<file path="config.mk">
export PLATFORM = sky130hd
export DESIGN_NAME = ctrl_event_rec_14
export DESIGN_NICKNAME = d
export VERILOG_FILES = /design/src/rtl/ctrl_pkg.sv /design/src/rtl/rec_table_14.sv /design/src/rtl/ctrl_event_rec_14.sv
export SDC_FILE = /design/constraint.sdc
export NUM_CORES = 2
export LEC_CHECK = 0
export ABC_AREA = 1
export CAP_MARGIN = 15
export CORE_ASPECT_RATIO = 0.9
export CORE_UTILIZATION = 35
export DETAILED_ROUTE_END_ITERATION = 7
export PLACE_DENSITY = 0.51
export REMOVE_ABC_BUFFERS = 1
export SLEW_MARGIN = 10
export SYNTH_ARGS = -nofsm -noshare
export SYNTH_HDL_FRONTEND = slang
export SYNTH_HIERARCHICAL = 1
export SYNTH_SLANG_ARGS = --single-unit
</file>
<file path="constraint.sdc">
create_clock -name clk -period 3.1 [get_ports clk]
set_input_delay 0.31 -clock clk [delete_from_list [all_inputs] [get_ports clk]]
set_output_delay 0.31 -clock clk [all_outputs]
set_load 0.005 [all_outputs]
</file>
<file path="src/rtl/ctrl_pkg.sv">
`default_nettype none
// ============================================================================
// Module      : ctrl_pkg
// Description : Shared constants, recorder state encoding and the table entry
//               layout used by the event recorder and its table.
// Revision    : 1.0 - initial release
// ============================================================================

`ifndef EXTENDED_SINGLE
`define EXTENDED_SINGLE 64
`endif

package ctrl_pkg;

    localparam int DEPTH = 14;
    localparam int TW    = 12;
    localparam int DW    = `EXTENDED_SINGLE;

    typedef enum logic [1:0] {
        IDLE = 2'd0,
        REC  = 2'd1,
        DONE = 2'd2
    } rec_state_t;

    // One schedule point: the counter value at which `value` takes effect.
    typedef struct packed {
        logic [TW-1:0] t;
        logic [DW-1:0] value;
    } entry_t;

endpackage

`default_nettype wire

</file>
<file path="src/rtl/rec_table_14.sv">
`default_nettype none
// ============================================================================
// Module      : rec_table_14
// Description : DEPTH-entry (time, value) register file, entries 1..DEPTH.
//               One write port, synchronous clear, one registered read port.
//               Out-of-range read indices return all zeros.
// Revision    : 1.0 - initial release
// ============================================================================

module rec_table_14
    import ctrl_pkg::*;
(
    input  logic          clk,
    input  logic          sta_n,
    input  logic          clr,
    input  logic          we,
    input  logic [3:0]    wr_idx,
    input  logic [TW-1:0] wr_time,
    input  logic [DW-1:0] wr_value,
    input  logic [3:0]    rd_idx,
    output logic [TW-1:0] rd_time,
    output logic [DW-1:0] rd_value
);

    entry_t w_entries [1:DEPTH];
    entry_t w_rd_sel;
    entry_t r_rd;

    generate
        for (genvar gi = 1; gi <= DEPTH; gi++) begin : g_entry
            entry_t r_entry;

            // Entry storage: cleared by reset or clear, loaded when addressed.
            always_ff @(posedge clk) begin
                if (!sta_n || clr) begin
                    r_entry <= '0;
                end else if (we && (wr_idx == 4'(gi))) begin
                    r_entry <= {wr_time, wr_value};
                end
            end

            assign w_entries[gi] = r_entry;
        end
    endgenerate

    // Read mux; index 0 and indices above DEPTH fall through to zero.
    always_comb begin
        w_rd_sel = '0;
        for (int i = 1; i <= DEPTH; i++) begin
            if (rd_idx == 4'(i)) begin
                w_rd_sel = w_entries[i];
            end
        end
    end

    // Registered read port; a same-cycle write is seen on the following read.
    always_ff @(posedge clk) begin
        if (!sta_n) begin
            r_rd <= '0;
        end else begin
            r_rd <= w_rd_sel;
        end
    end

    assign rd_time  = r_rd.t;
    assign rd_value = r_rd.value;

endmodule

`default_nettype wire

</file>
<file path="src/rtl/ctrl_event_rec_14.sv">
`default_nettype none
// ============================================================================
// Module      : ctrl_event_rec_14
// Description : Event recorder. While recording, every change of the sampled
//               value stream is stored as a (counter, value) pair, producing a
//               piecewise-constant schedule that a player can replay. Rejects
//               non-increasing times and flags changes lost to a full table.
// Revision    : 1.0 - initial release
// ============================================================================

module ctrl_event_rec_14
    import ctrl_pkg::*;
(
    input  logic          clk,
    input  logic          sta_n,
    input  logic          arm,
    input  logic          stop,
    input  logic [TW-1:0] counter,
    input  logic          sample_en,
    input  logic [DW-1:0] x,
    input  logic [3:0]    rd_idx,
    output logic [TW-1:0] rd_time,
    output logic [DW-1:0] rd_value,
    output logic [3:0]    count,
    output logic          busy,
    output logic          full,
    output logic          overflow,
    output logic          order_err
);

    localparam logic [3:0] c_depth = 4'(DEPTH);

    rec_state_t    r_state;
    rec_state_t    w_state_nxt;
    logic          w_clr;

    logic [3:0]    r_count;
    logic [DW-1:0] r_prev;
    logic [TW-1:0] r_last_t;
    logic          r_overflow;
    logic          r_order_err;

    logic          w_full;
    logic          w_change;
    logic          w_order_bad;
    logic          w_we;

    // Next state: arm restarts from any state and beats stop.
    always_comb begin
        w_state_nxt = r_state;
        w_clr       = 1'b0;
        if (arm) begin
            w_state_nxt = REC;
            w_clr       = 1'b1;
        end else if ((r_state == REC) && stop) begin
            w_state_nxt = DONE;
        end
    end

    // State register.
    always_ff @(posedge clk) begin
        if (!sta_n) begin
            r_state <= IDLE;
        end else begin
            r_state <= w_state_nxt;
        end
    end

    // A change is only considered while recording; the arm cycle drops its sample.
    assign w_full      = (r_count == c_depth);
    assign w_change    = (r_state == REC) && sample_en && !arm && (x != r_prev);
    assign w_order_bad = (counter == '0) || (counter <= r_last_t);
    assign w_we        = w_change && !w_order_bad && !w_full;

    // Recording bookkeeping: fill level, last accepted value/time, sticky flags.
    always_ff @(posedge clk) begin
        if (!sta_n || w_clr) begin
            r_count     <= '0;
            r_prev      <= '0;
            r_last_t    <= '0;
            r_overflow  <= 1'b0;
            r_order_err <= 1'b0;
        end else begin
            if (w_we) begin
                r_count  <= r_count + 4'd1;
                r_prev   <= x;
                r_last_t <= counter;
            end
            if (w_change && w_order_bad) begin
                r_order_err <= 1'b1;
            end
            if (w_change && !w_order_bad && w_full) begin
                r_overflow <= 1'b1;
            end
        end
    end

    rec_table_14 u_table (
        .clk      (clk),
        .sta_n    (sta_n),
        .clr      (w_clr),
        .we       (w_we),
        .wr_idx   (r_count + 4'd1),
        .wr_time  (counter),
        .wr_value (x),
        .rd_idx   (rd_idx),
        .rd_time  (rd_time),
        .rd_value (rd_value)
    );

    assign count     = r_count;
    assign busy      = (r_state == REC);
    assign full      = w_full;
    assign overflow  = r_overflow;
    assign order_err = r_order_err;

endmodule

`default_nettype wire

</file>
# After elaboration in Yosys (flattened, before gate mapping)
# Index checks and enable logic that the tools add are counted.
[op_classes]
n_lt_le_gt_ge = 1
eq_ne = 31
mux = 17
n_reduce_logical = 31
addsub = 1
bitwise_logic = 1
[op_table]
columns = ["operator", "n"]
rows = [
  ["76-bit two-way mux", 14],
  ["64-bit inequality test", 1],
  ["4-bit == test, second input constant", 15],
  ["4-bit by 3-bit == test with 1-bit output, second input constant", 8],
  ["1-bit logical AND", 22],
  ["4-bit by 2-bit == test with 1-bit output, second input constant", 4],
  ["12-bit less-or-equal comparator", 1],
  ["12-bit zero test", 1],
  ["4-bit by 1-bit == test with 1-bit output, second input constant", 2],
  ["4-bit by 1-bit adder with 4-bit output, second input constant", 1],
  ["1-bit zero test", 4],
  ["1-bit two-way mux", 3],
  ["2-bit by 1-bit == test with 1-bit output, second input constant", 1],
  ["1-bit logical OR", 2],
  ["2-bit nonzero test", 1],
  ["2-bit OR reduction", 1],
  ["1-bit NOT", 1],
]
[totals]
out_inout_bits = 84
reg_bits = 1224
inputBits = 85

# Depth between registers and ports, before layout
[logic_depth]
ltp_word = 15
mapped_depth = 22

# Modules after synthesis
# The synthesis kept the hierarchy.
[by_module_without_submodules]
columns = ["mod", "instances", "area_per_inst_um2", "cells_per_inst"]
rows = [
  ["rec_table_14", 1, 47834.6, 6841],
  ["ctrl_event_rec_14", 1, 4959.8, 875],
]

# Worst setup path before layout
# No wires, ideal clock.
[synth_timing]
path_kind = "register to register"
startpoint = "register r_last_t[11]"
endpoint = "register u_table/g_entry[11].r_entry[52] (netlist name)"
path_stages_with_launch = 22
required_ns = 2.965
setup_ns = 0.135
path_slack_ns = 0.155
n_path_buf = 4
arrival_ns = 2.810
cell_sequence = "dfxtp_1 -> inv_1 -> ha_1 -> nand2_1 -> nor2_1 -> nand2_1 -> a21oi_1 -> nor2_1 -> nor2_4 -> nand4_4 -> buf_4 -> buf_4 -> inv_1 -> inv_1 -> nor3_1 -> inv_1 -> nor2_1 -> inv_1 -> clkbuf_1 -> clkbuf_1 -> nor2_1 -> a211oi_1"
[synth_via]
elab_chain_len = 6
[synth_rtl]
columns = ["item", "line_no", "rtl"]
rows = [
  ["start: declaration", "ctrl_event_rec_14.sv:39", "logic [TW-1:0] r_last_t;"],
  ["start signal: assignment", "ctrl_event_rec_14.sv:87", "r_last_t <= counter;"],
  ["12-bit less-or-equal comparator", "ctrl_event_rec_14.sv:72", "assign w_order_bad = (counter == '0) || (counter <= r_last_t);"],
  ["1-bit logical OR", "ctrl_event_rec_14.sv:72", ""],
  ["1-bit zero test", "ctrl_event_rec_14.sv:73", "assign w_we = w_change && !w_order_bad && !w_full;"],
  ["1-bit logical AND (2 in a row)", "ctrl_event_rec_14.sv:73", ""],
  ["net w_we", "ctrl_event_rec_14.sv:46", "logic w_we;"],
  ["1-bit logical AND", "rec_table_14.sv:37", "end else if (we && (wr_idx == 4'(gi))) begin"],
  ["end signal: assignment", "rec_table_14.sv:38", "r_entry <= {wr_time, wr_value};"],
  ["end: declaration", "rec_table_14.sv:31", "entry_t r_entry;"],
]
# The timed path passes the listed nets, and every way through them passes these cells.
# A chain may end at the register's enable or synchronous reset.

# Worst setup path after layout
[layout_timing]
startpoint = "register r_prev[54]"
endpoint = "register u_table/g_entry[10].r_entry[32] (netlist name)"
[layout_via]
elab_chain_len = 5
[layout_rtl]
columns = ["item", "line_no", "rtl"]
rows = [
  ["start: declaration", "ctrl_event_rec_14.sv:38", "logic [DW-1:0] r_prev;"],
  ["start signal: assignment", "ctrl_event_rec_14.sv:79", "r_prev <= '0;"],
  ["start signal: assignment", "ctrl_event_rec_14.sv:86", "r_prev <= x;"],
  ["64-bit inequality test", "ctrl_event_rec_14.sv:71", "assign w_change = (r_state == REC) && sample_en && !arm && (x != r_prev);"],
  ["1-bit logical AND", "ctrl_event_rec_14.sv:71", ""],
  ["1-bit logical AND (2 in a row)", "ctrl_event_rec_14.sv:73", ""],
  ["net w_we", "ctrl_event_rec_14.sv:46", ""],
  ["1-bit logical AND", "rec_table_14.sv:37", ""],
  ["end signal: assignment", "rec_table_14.sv:38", ""],
  ["end: declaration", "rec_table_14.sv:31", ""],
]
# The timed path passes the listed nets, and every way through them passes these cells.

==> summary.md <==
| Metric | Value |
|---|---|
| Post-Route Setup TNS | 0 ps |
| Initial antenna violation count | 3 |
| Cell taking the most area after synthesis | dfxtp_1 |
| Detailed Routing Iterations Pass 1 | 5 |
| Die area | 0.152 mm2 |
| Yosys warning total | 6 |
| Fmax | 0.329 GHz |
| RSZ-0062 raised after global routing | yes |
| Critical path required time | 3780 ps |
| Dpl ws | -637 ps |
| GRT overflow | 0 |
| CTS Buf Count | 140 |
| Register area share after synthesis | 0.464 |
| Critical path's slowest cell | dfxtp_1 |
| Port bufs | 168 |
| Post-DP HPWL | 120000 um |
| Die H | 370 um |
| Final Net Count | 7942 |
| Synth-to-Final Area Change | 22.6% |
| CP cell instances | inv_1 -> nand2_1 -> nand2_1 -> nor2_1 -> nand2_2 -> nor2_1 -> nand2_1 -> nor2_1 -> nand2_2 -> nand4_4 -> inv_4 -> inv_1 -> nor3_1 -> inv_1 -> buf_6 -> nor2_4 -> clkinv_4 -> buf_16 -> a211oi_1 |
| Post-synthesis cell area | 0.0528 mm2 |
| Root Buffer | clkbuf_16 |
| Commonest non-fill, non-tap cell in the layout | nand2_1 |
| Drt initial violations | 4170 |
| Starting density of the core | 0.354 |
| Number of max-cap violations | 0 |
| Worst-path maximum fanout | 30 |
| Die width | 411 um |
| CP max stage delay | 310 ps |
| GPL Wtd Cong | 0.836 |
| Global-route wire length before repair | 289000 um |
| Cts-stage hold buffer count | 0 |
| Vias in the first global route | 46770 |
| Fin Clk Skew | 39.3 ps |
| CTS clk-pin slew, worst paths | 60 ps |
| Max H-tree Level | 4 |
| Endpoints failing hold | 0 |
| Hold crit path type | input pin to register |
| Number of synthesized register bits | 1224 |
| CTS tree | yes |
| Syn Inst Count | 7716 |
| Final period util | 0.982 |
| Fin. max-slew vios | 0 |
| Core area | 0.149 mm2 |
| Final min period | 3040 ps |
| Total number of vias | 50538 |
| Worst R2R Setup Slack | 60 ps |
| Commonest cells after routing, fill and taps aside | nand2_1, dfxtp_1, nor2_1 |
| Clock sinks | 1224 |
| Synth top area share | 0.464 |
| PwrDens | 540 mW/mm2 |
| CP endpoint kind | register |
| Mapped Avg Cell Area | 6.84 um2 |
| Latest clock arrival within the worst-skew pair | 790 ps |
| Crit start category | register |
| Wire per inst | 19.9 um |
| WS Path Type | register to register |
| Finish-stage setup viols | 0 |
| Synth top area cells | dfxtp_1, nand2_1, a21oi_1 |
| Crit path DAT | 3720 ps |
| Vias per inst | 5.09 |
| Top Ports | 169 |
| Diode count | 0 |
| Remaining DRCs | 0 |
| Largest net degree at the start of global routing | 118 |
| Post-synth cell types | 27 |
| Max clock buf depth | 3 |
| Layout cells sized above 1 | 0.0909 |
| Worst Max-Slew Pin Slew | 706 ps |
| Status | finished, final reports clean |
| Total track usage | 0.245 |
| ANT nets after route | 0 |
| Placed cells | 9643 |
| Leak | 23.2 nW |
| Final WL | 198000 um |
| Power, Total | 34.9 mW |
| Relative slew slack | 0.529 |
| Final Non-Filler Cells | 9925 |
| Site Rows | 134 |
| Final worst setup slack | 56.2 ps |
| Worst vdd ir | 0.498 mV |
-- state kept, by name, indices dropped and copies added (netlist names) --
register / cells
u_table/g_entry.r_entry: 1064
r_prev: 64
u_table/rd_value: 64
r_last_t: 12
u_table/rd_time: 12
count: 4
r_state: 2
order_err: 1
overflow: 1
-- worst max-delay path: cells and delay by family (launching register included) --
kind | cells | cell delay (ps)
compound gates | 1 | 230
buf+inv | 7 | 920
flops | 1 | 310
simple gates | 11 | 1440
-- worst paths after layout --
kind	startpoint	endpoint	cells after the start
worst max-delay path	r_prev[54]	u_table/g_entry[10].r_entry[32]	19
worst min-delay path	sta_n	u_table/rd_time[3]	3
worst max register to register	r_prev[54]	u_table/g_entry[10].r_entry[32]	19
worst min register to register	u_table/g_entry[14].r_entry[52]	u_table/g_entry[14].r_entry[52]	2
-- metrics by stage --
step | hold slack, ps | instance area, um2 | util
floorplan | 427 | 50400 | -
global placement | 443 | 59300 | 0.398
detailed placement | 443 | 59300 | 0.398
CTS | 16.0 | 64000 | 0.429
global route | 77.5 | 64700 | 0.434
finish | 89.9 | 64700 | 0.434
-- repair_timing --
| action | 4_1_cts | 5_1_grt |
|---|---|---|
| cloned | 0 | 15 |
| setup endpoints to repair | 37 | 784 |
| pin swaps | 1 | 5 |
| buffers inserted | 2 | 13 |
| gates resized for setup | 1 | 66 |
-- logic make-up (layout without fill, tap and decap cells) --
family / count (synthesis) / count (layout) / share of synthesized area
simple gates: 3638 / 3638 / 0.273
compound gates: 1416 / 1416 / 0.154
buf+inv: 1412 / 1649 / 0.104
flops: 1224 / 1224 / 0.464
fa+ha+maj: 14 / 14 / 0.00332
xor+xnor: 12 / 12 / 0.00199
-- synth_stat cells --
library cell and count:
nor2_1 879, buf_1 29, buf_6 4, nand4_4 1, inv_2 8, inv_1 800
or2_2 1, clkbuf_1 483, nand2_1 2321, o21a_1 2, buf_4 12, nand4_1 153
xor2_1 12, a21oi_1 752, nor2_2 4, dfxtp_1 1224, o21ai_1 10, nor3_1 3
ha_1 14, clkinv_1 3, nor4_1 1, o21bai_1 1, buf_2 73, nand3_1 273
o21ai_0 244, nor2_4 2, a211oi_1 407
-- power by group --
group / internal, mW / switching (mW)
Sequential: 15.8 / 0.0236
Clock: 10.1 / 6.93
Combinational: 0.639 / 1.43
-- routing by layer --
layer | wire length [um] | up-vias | GRT usage
met4 | 4570 | 4 | 0.0705
met3 | 12500 | 241 | 0.0361
met2 | 88900 | 1574 | 0.390
met5 | 16 | - | 0
li1 | - | 24727 | -
met1 | 91500 | 23992 | 0.341
-- final cells by class --
class / instances / area [um2]
Fill cell: 15138 / 84300
Sequential cell: 1224 / 24500
Multi-Input combinational cell: 5080 / 23100
Timing Repair Buffer: 586 / 6830
Clock buffer: 215 / 4250
Inverter: 811 / 3090
Tap cell: 1972 / 2470
Clock inverter: 37 / 448
Power figures use the tool's default switching activity.
